[src/rtl/smem_pkg.sv]
// Shared widths, tag kind codes and issue-FSM encoding for the BWT memory
// request issuer and its request FIFO.
package smem_pkg;

    localparam int ADDR_W = 42;
    localparam int RN_W   = 10;
    localparam int TAG_W  = RN_W + 2;
    localparam int REQ_W  = RN_W + 2 * ADDR_W;

    localparam logic [1:0] KIND_K  = 2'b01;
    localparam logic [1:0] KIND_L  = 2'b10;
    localparam logic [1:0] KIND_KL = 2'b11;

    typedef enum logic [1:0] {
        ST_IDLE    = 2'd0,
        ST_ISSUE_K = 2'd1,
        ST_ISSUE_L = 2'd2
    } issue_state_e;

    typedef struct packed {
        logic [RN_W-1:0]   read_num;
        logic [ADDR_W-1:0] addr_k;
        logic [ADDR_W-1:0] addr_l;
    } mem_req_t;

    // First transaction kind of an entry: both halves collapse into one when k and l share a line.
    function automatic logic [1:0] first_kind(input logic [ADDR_W-1:0] k, input logic [ADDR_W-1:0] l);
        logic [1:0] kind;
        if (k == l) begin
            kind = KIND_KL;
        end else begin
            kind = KIND_K;
        end
        return kind;
    endfunction

endpackage

[src/rtl/mem_req_fifo.sv]
// Request buffer: DEPTH x WIDTH FIFO with extra-MSB pointers so full/empty are
// distinguished without a separate flag; exposes the head and the entry behind it.
module mem_req_fifo #(
    parameter int DEPTH = 16,
    parameter int WIDTH = 94
) (
    input  logic                     clk_i,
    input  logic                     rst_ni,
    input  logic                     wr_en_i,
    input  logic [WIDTH-1:0]         wr_data_i,
    input  logic                     rd_en_i,
    output logic [WIDTH-1:0]         head_o,
    output logic [WIDTH-1:0]         next_o,
    output logic [$clog2(DEPTH):0]   count_o,
    output logic                     full_o,
    output logic                     empty_o
);

    localparam int AW = $clog2(DEPTH);
    localparam int PW = AW + 1;

    logic [WIDTH-1:0] mem_q [DEPTH];
    logic [PW-1:0]    wr_ptr_q;
    logic [PW-1:0]    wr_ptr_d;
    logic [PW-1:0]    rd_ptr_q;
    logic [PW-1:0]    rd_ptr_d;
    logic [PW-1:0]    rd_ptr_inc_s;
    logic             wr_fire_s;
    logic             rd_fire_s;

    assign empty_o      = (wr_ptr_q == rd_ptr_q);
    assign full_o       = (wr_ptr_q[AW] != rd_ptr_q[AW]) && (wr_ptr_q[AW-1:0] == rd_ptr_q[AW-1:0]);
    assign count_o      = wr_ptr_q - rd_ptr_q;
    assign rd_ptr_inc_s = rd_ptr_q + PW'(1);
    assign head_o       = mem_q[rd_ptr_q[AW-1:0]];
    assign next_o       = mem_q[rd_ptr_inc_s[AW-1:0]];
    assign wr_fire_s    = wr_en_i & ~full_o;
    assign rd_fire_s    = rd_en_i & ~empty_o;

    // Pointer advance, guarded against overflow and underflow.
    always_comb begin
        wr_ptr_d = wr_ptr_q;
        rd_ptr_d = rd_ptr_q;
        if (wr_fire_s) begin
            wr_ptr_d = wr_ptr_q + PW'(1);
        end else begin
            wr_ptr_d = wr_ptr_q;
        end
        if (rd_fire_s) begin
            rd_ptr_d = rd_ptr_inc_s;
        end else begin
            rd_ptr_d = rd_ptr_q;
        end
    end

    // Pointer registers.
    always_ff @(posedge clk_i or negedge rst_ni) begin
        if (!rst_ni) begin
            wr_ptr_q <= '0;
            rd_ptr_q <= '0;
        end else begin
            wr_ptr_q <= wr_ptr_d;
            rd_ptr_q <= rd_ptr_d;
        end
    end

    // Storage array; contents need no reset because the pointers gate visibility.
    always_ff @(posedge clk_i) begin
        if (wr_fire_s) begin
            mem_q[wr_ptr_q[AW-1:0]] <= wr_data_i;
        end
    end

endmodule

[src/rtl/bwt_mem_req_issuer.sv]
// Buffers occurrence-table requests from the backward pipeline and issues each as one
// (merged) or two (k then l) valid/ready memory transactions; stalls upstream near full.
module bwt_mem_req_issuer #(
    parameter int DEPTH        = 16,
    parameter int STALL_MARGIN = 1,
    parameter int ADDR_W       = smem_pkg::ADDR_W,
    parameter int RN_W         = smem_pkg::RN_W
) (
    input  logic                     clk,
    input  logic                     rst,
    input  logic                     request_valid,
    input  logic [ADDR_W-1:0]        addr_k,
    input  logic [ADDR_W-1:0]        addr_l,
    input  logic [RN_W-1:0]          read_num,
    output logic                     stall,
    output logic                     mem_req_valid,
    output logic [ADDR_W-1:0]        mem_req_addr,
    output logic [RN_W+1:0]          mem_req_tag,
    input  logic                     mem_req_ready,
    output logic [$clog2(DEPTH):0]   fifo_count,
    output logic [31:0]              req_issued
);

    import smem_pkg::KIND_K;
    import smem_pkg::KIND_L;
    import smem_pkg::KIND_KL;
    import smem_pkg::issue_state_e;
    import smem_pkg::ST_IDLE;
    import smem_pkg::ST_ISSUE_K;
    import smem_pkg::ST_ISSUE_L;

    localparam int CNT_W = $clog2(DEPTH) + 1;
    localparam int ENT_W = RN_W + 2 * ADDR_W;
    localparam int TAG_W = RN_W + 2;
    localparam logic [CNT_W-1:0] STALL_LEVEL = CNT_W'(DEPTH - STALL_MARGIN);

    issue_state_e      state_q;
    issue_state_e      state_d;
    logic              valid_q;
    logic              valid_d;
    logic [ADDR_W-1:0] addr_q;
    logic [ADDR_W-1:0] addr_d;
    logic [TAG_W-1:0]  tag_q;
    logic [TAG_W-1:0]  tag_d;
    logic              stall_q;
    logic              stall_d;
    logic [CNT_W-1:0]  count_q;
    logic [CNT_W-1:0]  count_d;
    logic [31:0]       issued_q;
    logic [31:0]       issued_d;

    logic              enq_s;
    logic              pop_s;
    logic              handshake_s;
    logic              more_s;
    logic [ENT_W-1:0]  head_s;
    logic [ENT_W-1:0]  next_s;
    logic [CNT_W-1:0]  fifo_count_s;
    logic              fifo_full_s;
    logic              fifo_empty_s;

    logic [RN_W-1:0]   head_rn_s;
    logic [ADDR_W-1:0] head_k_s;
    logic [ADDR_W-1:0] head_l_s;
    logic [1:0]        head_kind_s;
    logic [RN_W-1:0]   next_rn_s;
    logic [ADDR_W-1:0] next_k_s;
    logic [ADDR_W-1:0] next_l_s;
    logic [1:0]        next_kind_s;

    assign enq_s       = request_valid & ~stall_q;
    assign handshake_s = valid_q & mem_req_ready;
    assign more_s      = (fifo_count_s > CNT_W'(1));

    assign head_rn_s   = head_s[ENT_W-1 -: RN_W];
    assign head_k_s    = head_s[2*ADDR_W-1 -: ADDR_W];
    assign head_l_s    = head_s[ADDR_W-1:0];
    assign head_kind_s = (head_k_s == head_l_s) ? KIND_KL : KIND_K;
    assign next_rn_s   = next_s[ENT_W-1 -: RN_W];
    assign next_k_s    = next_s[2*ADDR_W-1 -: ADDR_W];
    assign next_l_s    = next_s[ADDR_W-1:0];
    assign next_kind_s = (next_k_s == next_l_s) ? KIND_KL : KIND_K;

    mem_req_fifo #(
        .DEPTH (DEPTH),
        .WIDTH (ENT_W)
    ) u_fifo (
        .clk_i     (clk),
        .rst_ni    (rst),
        .wr_en_i   (enq_s),
        .wr_data_i ({read_num, addr_k, addr_l}),
        .rd_en_i   (pop_s),
        .head_o    (head_s),
        .next_o    (next_s),
        .count_o   (fifo_count_s),
        .full_o    (fifo_full_s),
        .empty_o   (fifo_empty_s)
    );

    // Issue FSM: the entry is popped only on its final transaction; a pop with another entry
    // already stored reloads ISSUE_K straight from the entry behind the head.
    always_comb begin
        state_d = state_q;
        valid_d = valid_q;
        addr_d  = addr_q;
        tag_d   = tag_q;
        pop_s   = 1'b0;
        case (state_q)
            ST_IDLE: begin
                if (!fifo_empty_s) begin
                    state_d = ST_ISSUE_K;
                    valid_d = 1'b1;
                    addr_d  = head_k_s;
                    tag_d   = {head_rn_s, head_kind_s};
                end else begin
                    valid_d = 1'b0;
                    addr_d  = '0;
                    tag_d   = '0;
                end
            end
            ST_ISSUE_K: begin
                if (handshake_s && (tag_q[1:0] == KIND_KL)) begin
                    pop_s = 1'b1;
                    if (more_s) begin
                        state_d = ST_ISSUE_K;
                        addr_d  = next_k_s;
                        tag_d   = {next_rn_s, next_kind_s};
                    end else begin
                        state_d = ST_IDLE;
                        valid_d = 1'b0;
                        addr_d  = '0;
                        tag_d   = '0;
                    end
                end else if (handshake_s) begin
                    state_d = ST_ISSUE_L;
                    addr_d  = head_l_s;
                    tag_d   = {head_rn_s, KIND_L};
                end else begin
                    state_d = ST_ISSUE_K;
                end
            end
            ST_ISSUE_L: begin
                if (handshake_s) begin
                    pop_s = 1'b1;
                    if (more_s) begin
                        state_d = ST_ISSUE_K;
                        addr_d  = next_k_s;
                        tag_d   = {next_rn_s, next_kind_s};
                    end else begin
                        state_d = ST_IDLE;
                        valid_d = 1'b0;
                        addr_d  = '0;
                        tag_d   = '0;
                    end
                end else begin
                    state_d = ST_ISSUE_L;
                end
            end
            default: begin
                state_d = ST_IDLE;
                valid_d = 1'b0;
                addr_d  = '0;
                tag_d   = '0;
            end
        endcase
    end

    // Occupancy, stall threshold and saturating transaction counter.
    always_comb begin
        count_d  = fifo_count_s + CNT_W'(enq_s) - CNT_W'(pop_s);
        stall_d  = (count_d >= STALL_LEVEL);
        issued_d = issued_q;
        if (handshake_s && (issued_q != 32'hFFFF_FFFF)) begin
            issued_d = issued_q + 32'd1;
        end else begin
            issued_d = issued_q;
        end
    end

    // All externally visible state.
    always_ff @(posedge clk or negedge rst) begin
        if (!rst) begin
            state_q  <= ST_IDLE;
            valid_q  <= 1'b0;
            addr_q   <= '0;
            tag_q    <= '0;
            stall_q  <= 1'b0;
            count_q  <= '0;
            issued_q <= 32'd0;
        end else begin
            state_q  <= state_d;
            valid_q  <= valid_d;
            addr_q   <= addr_d;
            tag_q    <= tag_d;
            stall_q  <= stall_d;
            count_q  <= count_d;
            issued_q <= issued_d;
        end
    end

    assign stall         = stall_q;
    assign mem_req_valid = valid_q;
    assign mem_req_addr  = addr_q;
    assign mem_req_tag   = tag_q;
    assign fifo_count    = count_q;
    assign req_issued    = issued_q;

    logic unused_s;
    assign unused_s = fifo_full_s;

endmodule

[config.mk]
export PLATFORM = sky130hd
export DESIGN_NAME = bwt_mem_req_issuer
export DESIGN_NICKNAME = d
export VERILOG_FILES = /design/src/rtl/smem_pkg.sv /design/src/rtl/mem_req_fifo.sv /design/src/rtl/bwt_mem_req_issuer.sv
export SDC_FILE = /design/constraint.sdc
export NUM_CORES = 2
export LEC_CHECK = 0
export BUFFER_PORTS_ARGS = -buffer_cell sky130_fd_sc_hd__buf_2
export CORE_MARGIN = 5
export CORE_UTILIZATION = 62
export DETAILED_ROUTE_END_ITERATION = 10
export PLACE_DENSITY_LB_ADDON = 0.3
export RECOVER_POWER = 100
export SLEW_MARGIN = 20
export SYNTH_ARGS = -nofsm -noshare
export SYNTH_HDL_FRONTEND = slang
export SYNTH_SLANG_ARGS = --single-unit
[constraint.sdc]
create_clock -name clk -period 9.85 [get_ports clk]
set_clock_uncertainty 0.15 [all_clocks]
set_input_delay 1.97 -clock clk [delete_from_list [all_inputs] [get_ports clk]]
set_output_delay 1.97 -clock clk [all_outputs]
set_load 0.01 [all_outputs]
# Word level (Yosys, flattened, before mapping)

Memories as Yosys holds them, arrays and structs flattened.
Cells that the tools add are included.

Register bits: 105
Bits in writable memories: 1,504
Bits of input ports: 98
Output and inout port bits: 93
Memories kept: 1

$add $sub $neg: 6
Magnitude comparators: 2
Eq/ne operators: 13
Mux-type cells: 30
Bitwise operators: 7
Reductions and logical operators: 6

Memories:

| name         | words | width | rd ports | clocked after memory_dff | wr ports | RTL line           | text |
|---|---|---|---|---|---|---|---|
| u_fifo.mem_q | 16    | 94    | 2        | 0                        | 1        | mem_req_fifo.sv:22 | `logic [WIDTH-1:0] mem_q [DEPTH];` |

Operators by type and width:

| kind                                                               | count |
|---|---|
| two-way mux 42 bit                                                 | 5 |
| one-hot mux 42 bit (3 select lines)                                | 1 |
| == test 42 bit                                                     | 2 |
| two-way mux 12 bit                                                 | 5 |
| one-hot mux 12 bit (3 select lines)                                | 1 |
| adder 32 x 1 -> 32 bit (second input constant)                     | 1 |
| inequality test 32 bit (second input constant)                     | 1 |
| two-way mux 2 bit                                                  | 6 |
| adder 5 x 1 -> 5 bit (second input constant)                       | 2 |
| two-way mux 1 bit                                                  | 9 |
| inequality test 2 bit (second input constant)                      | 3 |
| one-hot mux 2 bit (3 select lines)                                 | 1 |
| adder 5 x 1 -> 5 bit                                               | 1 |
| == test 5 bit                                                      | 1 |
| greater-or-equal comparator 5 x 4 -> 1 bit (second input constant) | 1 |
| greater-than comparator 5 x 1 -> 1 bit (second input constant)     | 1 |
| subtractor 5 x 1 -> 5 bit                                          | 1 |
| subtractor 5 bit                                                   | 1 |
| AND 1 bit                                                          | 4 |
| == test 2 bit (second input constant)                              | 2 |
| == test 4 bit                                                      | 1 |
| AND reduction 2 bit                                                | 2 |
| logical AND 1 bit                                                  | 3 |
| inequality test 3 bit (second input constant)                      | 1 |
| 6 further kinds                                                    | 8 |

# Longest topological paths before layout

An unclocked memory read counts as a cell.

Word-level depth: 7
Mapped depth: 18
Mapped depth without buffers: 14

# Modules after synthesis

From an unflattened synthesis, not the netlist that was laid out.

Cell total of the unflattened synthesis: 3,867
Area total of the unflattened synthesis: 73,947.2 µm²

By module, submodules not included:

| module             | times used | cells each | area each (µm²) |
|---|---|---|---|
| mem_req_fifo       | 1          | 3,287      | 68,269.2 |
| bwt_mem_req_issuer | 1          | 580        | 5,677.9 |

# Worst setup path before layout

OpenSTA, ideal clock, no wires.

Path kind: input to register
From: input request_valid
To: memory u_fifo.mem_q[0][0], enable pin
Setup time: 0.463 ns
Arrival: 5.005 ns
Path slack: 4.232 ns
Stages on the path: 5
Buffers on the path: 1
Cell sequence: nor2b_1 > nor2b_1 > clkbuf_1 > nor3b_1 > and2_1

Cells in the longest elaborated chain, start to end: 4

Ends and longest elaborated chain:

| element                                 | RTL line                 | text |
|---|---|---|
| from (decl)                             | bwt_mem_req_issuer.sv:11 | `input logic request_valid,` |
| AND 1 bit                               | bwt_mem_req_issuer.sv:71 | `assign enq_s = request_valid & ~stall_q;` |
| AND 1 bit                               | mem_req_fifo.sv:37       | `assign wr_fire_s = wr_en_i & ~full_o;` |
| two-way mux 1 bit                       | mem_req_fifo.sv:69       | `if (wr_fire_s) begin` |
| two-way mux 1 bit (not written as such) | mem_req_fifo.sv:70       | `mem_q[wr_ptr_q[AW-1:0]] <= wr_data_i;` |
| to (decl)                               | mem_req_fifo.sv:22       |  |

Every way passes these cells.

# Worst setup path after layout

From: register u_fifo.rd_ptr_q[1]
To: memory u_fifo.mem_q[12][43], enable pin

Cells in the longest elaborated chain, start to end: 6

Ends and longest elaborated chain:

| element                                 | RTL line           | text |
|---|---|---|
| from (decl)                             | mem_req_fifo.sv:25 | `logic [PW-1:0] rd_ptr_q;` |
| from (signal assigned)                  | mem_req_fifo.sv:63 | `rd_ptr_q <= rd_ptr_d;` |
| == test 4 bit                           | mem_req_fifo.sv:32 | `assign full_o = (wr_ptr_q[AW] != rd_ptr_q[AW]) && (wr_ptr_q[AW-1:0] == rd_ptr_q[AW-1:0]);` |
| logical AND 1 bit                       | mem_req_fifo.sv:32 |  |
| inverter 1 bit                          | mem_req_fifo.sv:37 |  |
| AND 1 bit                               | mem_req_fifo.sv:37 |  |
| two-way mux 1 bit                       | mem_req_fifo.sv:69 |  |
| two-way mux 1 bit (not written as such) | mem_req_fifo.sv:70 |  |

Every way passes these cells.

==> metrics <==
post-CTS resize count 0; Post-synth EDFFs 1,504; Pwr Total 15.2 mW; gpl congestion around 0.87; CP startpoint u_fifo.rd_ptr_q[1]; fraction of layout cells with a size suffix above 1 between 20% and 30%; VDD IR max between 0.2 and 0.25 mV; total negative slack 0 ns; Worst-path clk slew approximately 0.06 ns; slew at the pin closest to its max-slew limit about 4.2 ns; Die W about 360 um; top cells by count, synth 1,504 x edfxtp_1, 780 x mux4_2, 202 x nand2_1; Ys Warns 0; total CTS buffers between 150 and 200; Setup CP Type register to register; clk sink count between 1,500 and 2,000; gr usage total between 30 and 40%; I/O pin total ~190; DRT iter0 DRCs between 6,000 and 7,000; clk_lat worst skew 0.80 ns; sequential-to-total area share from yosys stat ~64%; routed len/inst approximately 36 um; Yosys reg bits between 1,500 and 2,000; detailed-route wire length ~200 mm; number of distinct library cells after synthesis 60; initial core utilization between 60% and 70%; vias post-DR around 42,000; Arr. time, crit path 7.70 ns; Max Cap Viol 5; hold bufs inserted after CTS 0; residual DRC count 0; final core occ about two thirds; highest clock rate 134 MHz; pwr dens between 150 and 200 nW/um^2; die height around 360 um; Placed Area roughly 77,000 sq um; R2R Path Start u_fifo.rd_ptr_q[1]; final hold violation count 0; Final Cycle Share between 70% and 80%; Core ar. about 120,000 sq um; Multi-input gate area around 25,000 sq um; Clock Tree Root clkbuf_16; CP required between 10 and 15 ns; path depth of the worst reg2reg path 9; antenna violations before repair 22; Post-synth ARST share under 10%; status finished with violations; # fillers 7,380; row count roughly 130; Mapped Nets between 3,000 and 4,000; Leakage 25.8 nW; Top delay family on crit path buffers and inverters; Max Slew Vio Count 210; RSZ-0062 raised after global routing false; DRT antenna net count 0; grt ovf 0; startpoint types register; Avg Cell Area, Syn about 20 sq um; fin nets 4,015; CP Capture Type register; hold path start mem_req_addr[1]; crit-path cells clkinv_1 -> ha_1 -> nand4_1 -> nor2b_1 -> nor2b_1 -> and3_1 -> and2_4 -> buf_16 -> clkbuf_2; prevailing post-synth register cell edfxtp_1; top-count cell post-synth edfxtp_1; hpwl dp between 100 and 150 mm; # H-tree levels 4; HP Class register to register; area growth from synthesis to layout 10.0%; Synth Cell Area 74,500 sq um; Bufs and invs on worst path 3; CP dominant cell by count nor2b_1; worst hold stages 2; first-pass GRT wire length slightly below 300 mm; crit path time final about 7.5 ns; stages on the worst setup path 9; Post-CTS Setup Bufs 0; CTS tree yes; vias in the first global route between 40,000 and 50,000; final setup fails 0; fin area slightly above 80,000 sq um; DRT Pass-1 Iters 7; CTS Buffer Depth 3; Gate Count Post-Synth 3,737; port bufs between 150 and 200; Register Area about 48,000 sq um; Vias/cell 7.49; failing checks max-capacitance violations, max-slew violations; Max-slew headroom -180%; Crit Path Max Fanout 40; die area approximately 130,000 sq um; Worst path max stage delay 1.79 ns; Synth area leaders edfxtp_1 61%, mux4_2 24%, dfrtp_1 3.5%; largest area contributor in the netlist edfxtp_1; largest net degree at the start of global routing ~140; Yosys top cell area share slightly above 60%; slowest cell on the critical path dfrtp_1
[worst paths after layout]
| kind | endpoint | slack (ns) |
|---|---|---|
| min in group asynchronous | mem_req_tag[2] | 2.49 |
| setup / recovery | u_fifo.mem_q[12][43] | 2.38 |
| hold reg to reg | mem_req_addr[1] | 0.33 |
| max in group asynchronous | u_fifo.rd_ptr_q[2] | 4.07 |
| setup reg to reg | u_fifo.mem_q[12][43] | 2.38 |
| hold / removal | mem_req_addr[1] | 0.33 |
[layout by cell type (no fill, tap or decap), drive strengths merged, types with 7 or more instances in the layout]
master | netlist | final
o21ai | 41 | 41
nor2b | 11 | 11
dfrtp | 105 | 105
inv | 14 | 19
clkinv | 1 | 49
edfxtp | 1504 | 1504
buf | 201 | 69
nand2 | 202 | 202
nand4 | 18 | 18
nor4 | 13 | 13
o31ai | 17 | 17
nor3 | 10 | 10
a22oi | 76 | 76
nand3 | 49 | 49
a221o | 7 | 7
ha | 22 | 22
o221ai | 15 | 15
mux2i | 180 | 180
a21oi | 16 | 16
nor2 | 49 | 49
a222oi | 15 | 15
and3 | 12 | 12
xor2 | 81 | 81
a22o | 70 | 70
bufinv | 0 | 15
a221oi | 31 | 31
xnor2 | 53 | 53
mux4 | 780 | 780
o22ai | 18 | 18
and2 | 23 | 23
clkbuf | 67 | 411
diode | 0 | 11
[where the power goes]
part	switching, mW	internal (mW)	total, mW
clock	2.57	3.57	6.15
combinational	0.664	0.337	1.00
sequential	0.157	7.90	8.05
[tightest hold or removal path: cells and delay by family, from the launching register on]
kind / cells / cell delay, ns
AND/OR/NAND/NOR: 1 / 0.05
AO/OA/AOI/OAI: 1 / 0.05
flip-flops: 1 / 0.34
[final cells by class]
class / count / area share (%)
sequential: 1609 / 58.3
clock inverter: 74 / 1.01
tap: 1612 / 2.46
timing repair buffer: 262 / 1.70
inverter: 15 / 0.0717
clock buffer: 218 / 5.44
antenna: 11 / 0.0336
multi-input combinational: 1845 / 31.0
[kinds of logic (layout without fill, tap and decap cells)]
logic type	after synthesis	count (layout)	synth area share [%]
AOI/OAI and AO/OA	322	322	3.33
xor gates and xnor gates	134	134	1.62
adders and majority gates	24	24	0.423
buffers and inverters	283	569	2.00
DFF	1609	1609	64.1
muxes	963	963	26.0
other	0	11	0
and+or+nand+nor	402	402	2.45
[state kept, by name (all words and copies together), names as in the netlist]
name,count
req_issued,32
mem_req_addr,42
u_fifo.rd_ptr_q,5
u_fifo.mem_q,1504
mem_req_valid,1
stall,1
fifo_count,5
mem_req_tag,12
u_fifo.wr_ptr_q,5
state_q,2
[metal layers]
metal	track usage [%]	wire (um)	up-vias
li1	-	-	16400
met5	0	106	-
met4	12.2	8520	16
met1	44.6	71400	22200
met2	48.6	93900	3229
met3	10.0	27000	501
[per-stage QoR]
stage | hold WS (ns) | instances | worst slack, ns
2_1_floorplan | 0.311 | 3737 | 4.23
3_3_place_gp | 0.309 | 5339 | 3.93
3_5_place_dp | 0.316 | 5341 | 3.80
4_1_cts | 0.328 | 5633 | 3.77
5_1_grt | 0.364 | 5642 | 1.85
6_report | 0.331 | 5646 | 2.38
No activity file was read; power rests on OpenSTA's default activity.
